$ cat src/rtl/rgb_frame_rx.sv
// Serial RGB frame receiver: start bit, cmd, length, payload and check bytes (LSB first, no per-byte framing).
// Optional checksum compare is enabled by defining RGB_RX_CHECKSUM_EN.
module rgb_frame_rx #(
  parameter int CLKS_PER_BIT = 100,
  parameter int NUM_PIX      = 4,
  parameter int IDLE_BITS    = 10
) (
  input  logic                    clk,
  input  logic                    reset,
  input  logic                    data_in,
  output logic                    finished,
  output logic                    frame_err,
  output logic [7:0]              cmd_data_out,
  output logic [7:0]              length_data_out,
  output logic [7:0]              check_data_out,
  output logic [24*NUM_PIX-1:0]   rgb_data_out,
  output logic [3:0]              state,
  output logic                    busy
);

  localparam logic [3:0] S_IDLE      = 4'd0;
  localparam logic [3:0] S_START     = 4'd1;
  localparam logic [3:0] S_CMD       = 4'd2;
  localparam logic [3:0] S_LEN       = 4'd3;
  localparam logic [3:0] S_PAYLOAD   = 4'd4;
  localparam logic [3:0] S_CHECK     = 4'd5;
  localparam logic [3:0] S_DONE      = 4'd6;
  localparam logic [3:0] S_ERR       = 4'd7;
  localparam logic [3:0] S_WAIT_IDLE = 4'd8;

  localparam int IDLE_CYCLES = IDLE_BITS * CLKS_PER_BIT;
  localparam int MAX_COUNT   = (IDLE_CYCLES > CLKS_PER_BIT) ? IDLE_CYCLES : CLKS_PER_BIT;
  localparam int CW          = $clog2(MAX_COUNT + 1);
  localparam int PW          = (NUM_PIX > 1) ? $clog2(NUM_PIX) : 1;

  localparam logic [CW-1:0] HALF_LAST = CW'(CLKS_PER_BIT / 2 - 1);
  localparam logic [CW-1:0] BIT_LAST  = CW'(CLKS_PER_BIT - 1);
  localparam logic [CW-1:0] IDLE_LAST = CW'(IDLE_CYCLES - 1);
  localparam logic [7:0]    MAX_LEN   = 8'(3 * NUM_PIX);

  logic          rx_meta;
  logic          rx;
  logic [CW-1:0] cnt;
  logic [2:0]    bit_idx;
  logic [6:0]    shreg;
  logic [7:0]    cmd_reg;
  logic [7:0]    len_reg;
  logic [7:0]    csum;
  logic [7:0]    byte_cnt;
  logic [PW-1:0] pix_idx;
  logic [1:0]    comp;
  logic [23:0]   shadow [NUM_PIX];

  logic [7:0]    new_byte;
  logic          len_ok;
  logic          csum_bad;

  // Bits arrive LSB first, so the byte completes with the current sample on top.
  assign new_byte = {rx, shreg};
  assign len_ok   = (new_byte != 8'd0) && ((new_byte % 8'd3) == 8'd0) && (new_byte <= MAX_LEN);

`ifdef RGB_RX_CHECKSUM_EN
  assign csum_bad = (new_byte != csum);
`else
  assign csum_bad = 1'b0;
`endif

  always_ff @(posedge clk or posedge reset) begin
    if (reset) begin
      rx_meta         <= 1'b1;
      rx              <= 1'b1;
      state           <= S_IDLE;
      busy            <= 1'b0;
      finished        <= 1'b0;
      frame_err       <= 1'b0;
      cnt             <= '0;
      bit_idx         <= '0;
      shreg           <= '0;
      cmd_reg         <= '0;
      len_reg         <= '0;
      csum            <= '0;
      byte_cnt        <= '0;
      pix_idx         <= '0;
      comp            <= '0;
      cmd_data_out    <= '0;
      length_data_out <= '0;
      check_data_out  <= '0;
      rgb_data_out    <= '0;
      // NOTE: the shadow buffer is reset explicitly so a reset can never leak stale pixels.
      for (int p = 0; p < NUM_PIX; p++) shadow[p] <= '0;
    end else begin
      // NOTE: all state here uses non-blocking assignments so every branch sees pre-edge values.
      rx_meta <= data_in;
      rx      <= rx_meta;

      case (state)
        S_IDLE: begin
          if (!rx) begin
            state <= S_START;
            busy  <= 1'b1;
            cnt   <= '0;
          end
        end

        S_START: begin
          if (cnt == HALF_LAST) begin
            cnt     <= '0;
            bit_idx <= '0;
            if (rx) begin
              state <= S_IDLE;
              busy  <= 1'b0;
            end else begin
              state <= S_CMD;
            end
          end else begin
            cnt <= cnt + CW'(1);
          end
        end

        S_CMD, S_LEN, S_PAYLOAD, S_CHECK: begin
          if (cnt == BIT_LAST) begin
            cnt     <= '0;
            shreg   <= new_byte[7:1];
            bit_idx <= bit_idx + 3'd1;
            if (bit_idx == 3'd7) begin
              case (state)
                S_CMD: begin
                  cmd_reg <= new_byte;
                  csum    <= new_byte;
                  state   <= S_LEN;
                end
                S_LEN: begin
                  len_reg  <= new_byte;
                  csum     <= csum ^ new_byte;
                  byte_cnt <= '0;
                  pix_idx  <= '0;
                  comp     <= '0;
                  if (len_ok) begin
                    state <= S_PAYLOAD;
                  end else begin
                    state     <= S_ERR;
                    frame_err <= 1'b1;
                  end
                end
                S_PAYLOAD: begin
                  case (comp)
                    2'd0:    shadow[pix_idx][23:16] <= new_byte;
                    2'd1:    shadow[pix_idx][15:8]  <= new_byte;
                    default: shadow[pix_idx][7:0]   <= new_byte;
                  endcase
                  if (comp == 2'd2) begin
                    comp    <= 2'd0;
                    pix_idx <= pix_idx + PW'(1);
                  end else begin
                    comp <= comp + 2'd1;
                  end
                  csum     <= csum ^ new_byte;
                  byte_cnt <= byte_cnt + 8'd1;
                  if (byte_cnt == len_reg - 8'd1) state <= S_CHECK;
                end
                default: begin
                  if (csum_bad) begin
                    state     <= S_ERR;
                    frame_err <= 1'b1;
                  end else begin
                    // Commit lands on the DONE cycle together with the finished pulse.
                    state           <= S_DONE;
                    finished        <= 1'b1;
                    cmd_data_out    <= cmd_reg;
                    length_data_out <= len_reg;
                    check_data_out  <= new_byte;
                    for (int p = 0; p < NUM_PIX; p++) begin
                      if (3 * p < int'(len_reg)) rgb_data_out[24*p +: 24] <= shadow[p];
                    end
                  end
                end
              endcase
            end
          end else begin
            cnt <= cnt + CW'(1);
          end
        end

        S_DONE, S_ERR: begin
          finished  <= 1'b0;
          frame_err <= 1'b0;
          state     <= S_WAIT_IDLE;
          cnt       <= '0;
        end

        S_WAIT_IDLE: begin
          if (!rx) begin
            cnt <= '0;
          end else if (cnt == IDLE_LAST) begin
            state <= S_IDLE;
            busy  <= 1'b0;
            cnt   <= '0;
          end else begin
            cnt <= cnt + CW'(1);
          end
        end

        default: begin
          state <= S_IDLE;
          busy  <= 1'b0;
        end
      endcase
    end
  end

endmodule

$ cat config.mk
export PLATFORM = sky130hd
export DESIGN_NAME = rgb_frame_rx
export DESIGN_NICKNAME = d
export VERILOG_FILES = /design/src/rtl/rgb_frame_rx.sv
export SDC_FILE = /design/constraint.sdc
export NUM_CORES = 1
export LEC_CHECK = 0
export ABC_CLOCK_PERIOD_IN_PS = 7200
export BUFFER_PORTS_ARGS = -buffer_cell sky130_fd_sc_hd__buf_4
export CORE_UTILIZATION = 30
export DETAILED_ROUTE_END_ITERATION = 16
export PLACE_DENSITY = 0.48
export REMOVE_ABC_BUFFERS = 1
export SKIP_LAST_GASP = 1
export SLEW_MARGIN = 20
export SYNTH_ARGS = -nofsm -noshare
export SYNTH_HDL_FRONTEND = slang
export SYNTH_SLANG_ARGS = --single-unit
$ cat constraint.sdc
create_clock -name clk -period 7.2 [get_ports clk]
set_clock_uncertainty 0.1 [all_clocks]
set_input_delay 0.36 -clock clk [delete_from_list [all_inputs] [get_ports clk]]
set_output_delay 0.36 -clock clk [all_outputs]
set_load 0.1 [all_outputs]
Yosys cells after proc, flatten, opt, wreduce, memory -nomap -nowiden
Cells that the tools add are included. Widths: inputs -> output; s select.

Output and inout port bits: 127. Register bits after elaboration: 273. Input port bits: 3. Logic and storage cells: 151.

Muxes and demuxes: 50. Bitwise gates (word level): 3. Reduce and logical (&&, ||, !) cells: 32. Add/subtract/negate cells: 6. Order comparisons: 7. Equal/unequal tests: 27. Divide/modulo/power cells: 1.

Operators by type and width (number): $bwmux 96 (3); $pmux 96 s2 (1); $demux 24 s2 (3); $mux 10 (5); $pmux 10 s5 (1); $reduce_and 5->1 (6); $mux 4 (7); $mux 24 (1); $reduce_and 4->1 (6); $ne 2x2->1 const B (11); $pmux 4 s5 (1); $eq 4x3->1 const B (4); $mux 16 (1); $pmux 8 s2 (1); $mux 1 (12); $pmux 4 s3 (1); $add 10x1->10 const B (1); $eq 10x10->1 const B (1); $eq 10x6->1 const B (1); $eq 10x7->1 const B (1); $add 8x1->8 const B (1); $eq 4x2->1 const B (2); $eq 8x8->1 (1); $le 8x4->1 const B (1); 40 further kinds (53).

Depth between registers and ports, before layout
Word-level depth: 9. Mapped depth: 17. Gate-level depth less buffers: 15.

Worst setup path before layout
Ideal clock, no wire load.

Path kind: register to register. Start: register rx. End: register state[0]. Library setup time: 137 ps. Stages on the path, launching flop included: 16. Data arrival time: 3389 ps. Setup slack: 3574 ps. Period minus slack after synthesis: 3626 ps. Data required time: 6963 ps. Path buffers: 1. Cells stage by stage: dfstp_2 clkbuf_1 nand4b_1 mux2i_1 o22ai_1 and3_1 inv_1 ha_1 nor3_1 o211ai_1 o21ai_0 ha_1 or3b_2 o221a_2 a311oi_1 o21ai_0.

Cells in the longest elaborated chain, start to end: 9. Elaborated cells between the ends (all ways): 14. Classes of those cells: 1 x div; 1 x order compare; 2 x eq/ne; 5 x mux; 5 x reduce/logical.

Ends and longest elaborated chain: start, declared (RTL line 42) `logic rx;`; start signal, assigned (RTL line 94) `rx <= rx_meta;`; $mod 8x2->8 (RTL line 60) `assign len_ok = (new_byte != 8'd0) && ((new_byte % 8'd3) == 8'd0) && (new_byte <= MAX_LEN);`; $logic_not 8->1 (RTL line 60); $logic_and 1x1->1 (2 in a row) (RTL line 60); $mux 2 (RTL line 138) `if (len_ok) begin`; $pmux 4 s3 (RTL line 126) `case (state)`; $mux 4 (RTL line 125) `if (bit_idx == 3'd7) begin`; $mux 4 (RTL line 121) `if (cnt == BIT_LAST) begin`; $pmux 4 s5 (RTL line 96) `case (state)`; end signal, assigned (RTL line 99) `state <= S_START;`; end signal, assigned (RTL line 130) `state <= S_LEN;`; end signal, assigned (RTL line 139) `state <= S_PAYLOAD;`; end, declared (RTL line 17) `output logic [3:0] state,`.

Several ways; a longest one is shown, not always the timed one. The select of a mux whose other input is x is not followed. A chain may end at the register's enable or synchronous reset.

Worst setup path after layout
Start: register shreg[5]. End: register state[1].

Cells in the longest elaborated chain, start to end: 9. Elaborated cells between the ends (all ways): 11. Classes of those cells: 1 x div; 1 x order compare; 5 x mux; 4 x reduce/logical.

Ends and longest elaborated chain: start, declared (RTL line 45) `logic [6:0] shreg;`; start signal, assigned (RTL line 123) `shreg <= new_byte[7:1];`; $mod 8x2->8 (RTL line 60); $logic_not 8->1 (RTL line 60); $logic_and 1x1->1 (RTL line 60); $logic_and 1x1->1 (*) (RTL line 60); $mux 2 (*) (RTL line 138); $pmux 4 s3 (*) (RTL line 126); $mux 4 (*) (RTL line 125); $mux 4 (*) (RTL line 121); $pmux 4 s5 (*) (RTL line 96).

Every way passes the cells marked *; elsewhere a longest branch is shown, timed or not. The select of a mux whose other input is x is not followed.

==> flow_metrics.py <==
metrics = {
    "status": {
        "status": "completed",
    },
    "synth": {
        "ys_types": 64,
        "postSynthAreaPerCell_sq_um": 12.4,
        "yosysTopAreaCell": "dfrtp_1",
        "synth.ff_latch_count": 273,
        "netlist.area_leader.share": 0.589,
        "netlist_top_cells_area": "dfrtp_1, mux2_2, o21ai_0, nand2_1, mux2_1",
        "synthCells": 925,
        "yosysMostFrequentCell": "dfrtp_1",
        "synthArstFlopShare": 1.00,
        "syn_area_sq_mm": 0.0115,
        "yosys_most_used_dff": "dfrtp_1",
        "yosysSeqAreaShare": 0.594,
        "synth_edf_count": 0,
        "ys_warn_count": 0,
        "synthTopCellsByCount": "dfrtp_1, mux2_2, nand2_1",
    },
    "worst_setup_path": {
        "path_delay_family": "compound AO/OA/AOI/OAI gates",
        "critPathSlowestCell": "clkinv_1",
        "worstSetupStartpointType": "register",
        "reg2reg_from": "shreg[5]",
        "cp_num_buf_inv": 2,
        "crit_type": "reg -> reg",
        "endpoint_kind": "register",
        "crit_fanout": 18,
        "slowest_delay_ns": 0.66,
        "r2r_cells": 14,
        "cp_cell_sequence": "clkinv_1 -> mux2i_1 -> o22ai_1 -> and3_1 -> inv_1 -> ha_1 -> nor3_1 -> o211ai_1 -> o21ai_0 -> ha_1 -> or3b_2 -> o221a_2 -> a311oi_1 -> o21ai_0",
        "cp.depth": 14,
        "crit_path_start": "shreg[5]",
        "crit_required_ns": 7.46,
        "critPathArrivalTime_ns": 4.98,
    },
    "cells_and_area": {
        "num_antenna_cells": 0,
        "area_growth_syn_to_layout_pct": 21.5,
        "postLayoutCoreUtil": 0.371,
        "regArea_sq_mm": 0.00684,
        "drive_above_1_share": 0.336,
        "fill_cells": 3766,
        "multiInputGateArea_sq_mm": 0.00433,
        "num-nets-final": 1057,
    },
    "cts": {
        "cts_resized": 0,
        "clockBufferDepth": 3,
        "cts-root-buf": "clkbuf_16",
        "numCtsBuffers": 34,
        "cts_tree": "built",
        "clkLatencyLatePin_ns": 0.50,
        "cts_sinks": 273,
        "h-tree-depth": 2,
        "clkSlewWorstSetupHoldPaths_ns": 0.06,
        "cts_setup_buffers": 0,
    },
    "sta": {
        "rsz0062_at_grt": "no",
        "period_needed_ns": 4.72,
        "slew_violations": 0,
        "hold_viol_final": 0,
        "holdWs_ns": 0.258,
        "fmax_mhz": 212,
        "period_share": 0.656,
        "tightestPinTransition_ns": 1.04,
        "setup_tns_ns": 0,
        "setup_violations": 0,
        "fin_ws_ns": 2.48,
        "relSlewSlack": 0.304,
    },
    "grt": {
        "grt_pass1_wl_um": 42900,
        "grt_start_max_net_pins": 118,
        "grt_pass1_vias": 7364,
        "grt_overflow": 0,
        "antenna_found_initial": 0,
        "track_usage": 0.141,
    },
    "die": {
        "rows": 71,
        "die_w_um": 198,
        "initial_core_util": 0.305,
        "io_pins": 130,
        "die_h_um": 198,
        "die-area_sq_mm": 0.0391,
        "core_sq_mm": 0.0377,
    },
    "power": {
        "ir_drop_v": 0.000136,
        "swShare": 0.209,
        "power_frac_seq": 0.480,
        "switchingPower_mw": 0.669,
        "p_comb_frac": 0.013,
        "p_per_area_mw_per_mm2": 229,
        "p_leak_nw": 6.91,
        "pwr-share-clk": 0.507,
        "fin_total_pwr_mw": 3.20,
        "internal_power_mw": 2.53,
    },
    "drt": {
        "avgViaCountPerCell": 4.62,
        "via_count": 7272,
        "drt.antenna.violating_nets": 0,
        "drt_iter0_drc": 332,
        "routedWlPerCell_um": 17.1,
        "drt-total-wl_um": 27000,
        "first_pass_iters": 5,
        "drc": 0,
    },
    "placed_design": {
        "gp_congestion": 0.783,
        "dp_hpwl_um": 17000,
        "dp_slack_ns": 2.52,
        "portBuffers": 129,
    },
    "min_path": {
        "hp-class": "reg -> reg",
        "hold_start": "rx_meta",
        "worst_hold_path.num_cells": 0,
    },
    "job": {
        "maxCapViolCount": 0,
    },
}
metal layers:
| metal | vias to the layer above | GRT usage | routed length (um) |
|---|---|---|---|
| li1 | 3467 | - | - |
| met4 | 0 | 0.0402 | 582 |
| met5 | - | 0 | 0 |
| met2 | 123 | 0.221 | 12300 |
| met3 | 42 | 0.0354 | 1480 |
| met1 | 3640 | 0.193 | 12600 |
worst register-to-register path, delay by kind of cell (launching register included):
kind	cells	cell delay, ns
AO/OA/AOI/OAI	6	1.17
adder cells (fa/ha/maj)	2	0.50
buffers and inverters	2	0.77
flip-flops	1	0.61
multiplexers	1	0.29
AND/OR/NAND/NOR	3	1.14
final cells by class:
cell class / count / area share
Inverter: 17 / 0.00510
Multi-Input combinational cell: 577 / 0.310
Timing Repair Buffer: 138 / 0.0744
Clock buffer: 50 / 0.0710
Clock inverter: 9 / 0.00528
Sequential cell: 273 / 0.489
Tap cell: 511 / 0.0457
power by group through the flow:
stage / combinational (mW) / clock, mW / sequential [mW]
6_report: 0.0420 / 1.62 / 1.54
5_1_grt: 0.0503 / 1.74 / 1.53
4_1_cts: 0.0457 / 1.68 / 1.54
3_5_place_dp: 0.0448 / 0 / 1.56
3_3_place_gp: 0.0440 / 0 / 1.56
2_1_floorplan: 0.0264 / 0 / 1.57
cells in the final DEF, fill, tap and decap left out, types with 4 or more instances in the layout:
| master | netlist | layout |
|---|---|---|
| dfrtp_1 | 271 | 270 |
| mux2_2 | 152 | 152 |
| buf_4 | 1 | 136 |
| nand2_1 | 107 | 107 |
| o21ai_0 | 86 | 86 |
| clkbuf_16 | 0 | 35 |
| nor2_1 | 31 | 31 |
| mux2_1 | 30 | 30 |
| a21oi_1 | 21 | 21 |
| inv_1 | 16 | 15 |
| ha_1 | 13 | 13 |
| xnor2_1 | 11 | 11 |
| nor3_1 | 10 | 10 |
| nand3_1 | 10 | 10 |
| xor2_1 | 10 | 10 |
| clkbuf_1 | 47 | 9 |
| nand2b_1 | 7 | 7 |
| o211ai_1 | 7 | 7 |
| clkinv_2 | 0 | 7 |
| and3_1 | 6 | 6 |
| nand4_1 | 6 | 6 |
| clkbuf_8 | 0 | 6 |
| nand3b_1 | 5 | 5 |
| or3_1 | 5 | 5 |
| o22ai_1 | 4 | 4 |
logic make-up (layout without fill, tap and decap cells):
kind of cell / count (synthesis) / in the layout / share of synthesized area
compound gates: 144 / 144 / 0.0743
buf+inv: 75 / 214 / 0.0301
simple gates: 214 / 214 / 0.0907
flops: 273 / 273 / 0.594
xor+xnor: 21 / 21 / 0.0160
fa+ha+maj: 13 / 13 / 0.0141
mux: 185 / 185 / 0.181
worst paths after layout:
path	end	slack [ns]
min reg2reg	rx	0.26
max in group asynchronous	shreg[4]	5.14
max	state[1]	2.48
min in group asynchronous	async pin	0.49
min	rx	0.26
max reg2reg	state[1]	2.48
repair_timing:
item | CTS | global route
hold endpoints to repair | 93 | 0
setup endpoints to repair | 0 | 0
hold buffers | 2 | 0
stage by stage:
| step | cells | instance area [sq um] |
|---|---|---|
| 2_1_floorplan | 867 | 11200 |
| 3_3_place_gp | 1514 | 12900 |
| 3_5_place_dp | 1514 | 12900 |
| 4_1_cts | 1575 | 14000 |
| 5_1_grt | 1575 | 14000 |
| 6_report | 1575 | 14000 |
No activity file was read; power rests on OpenSTA's default activity.
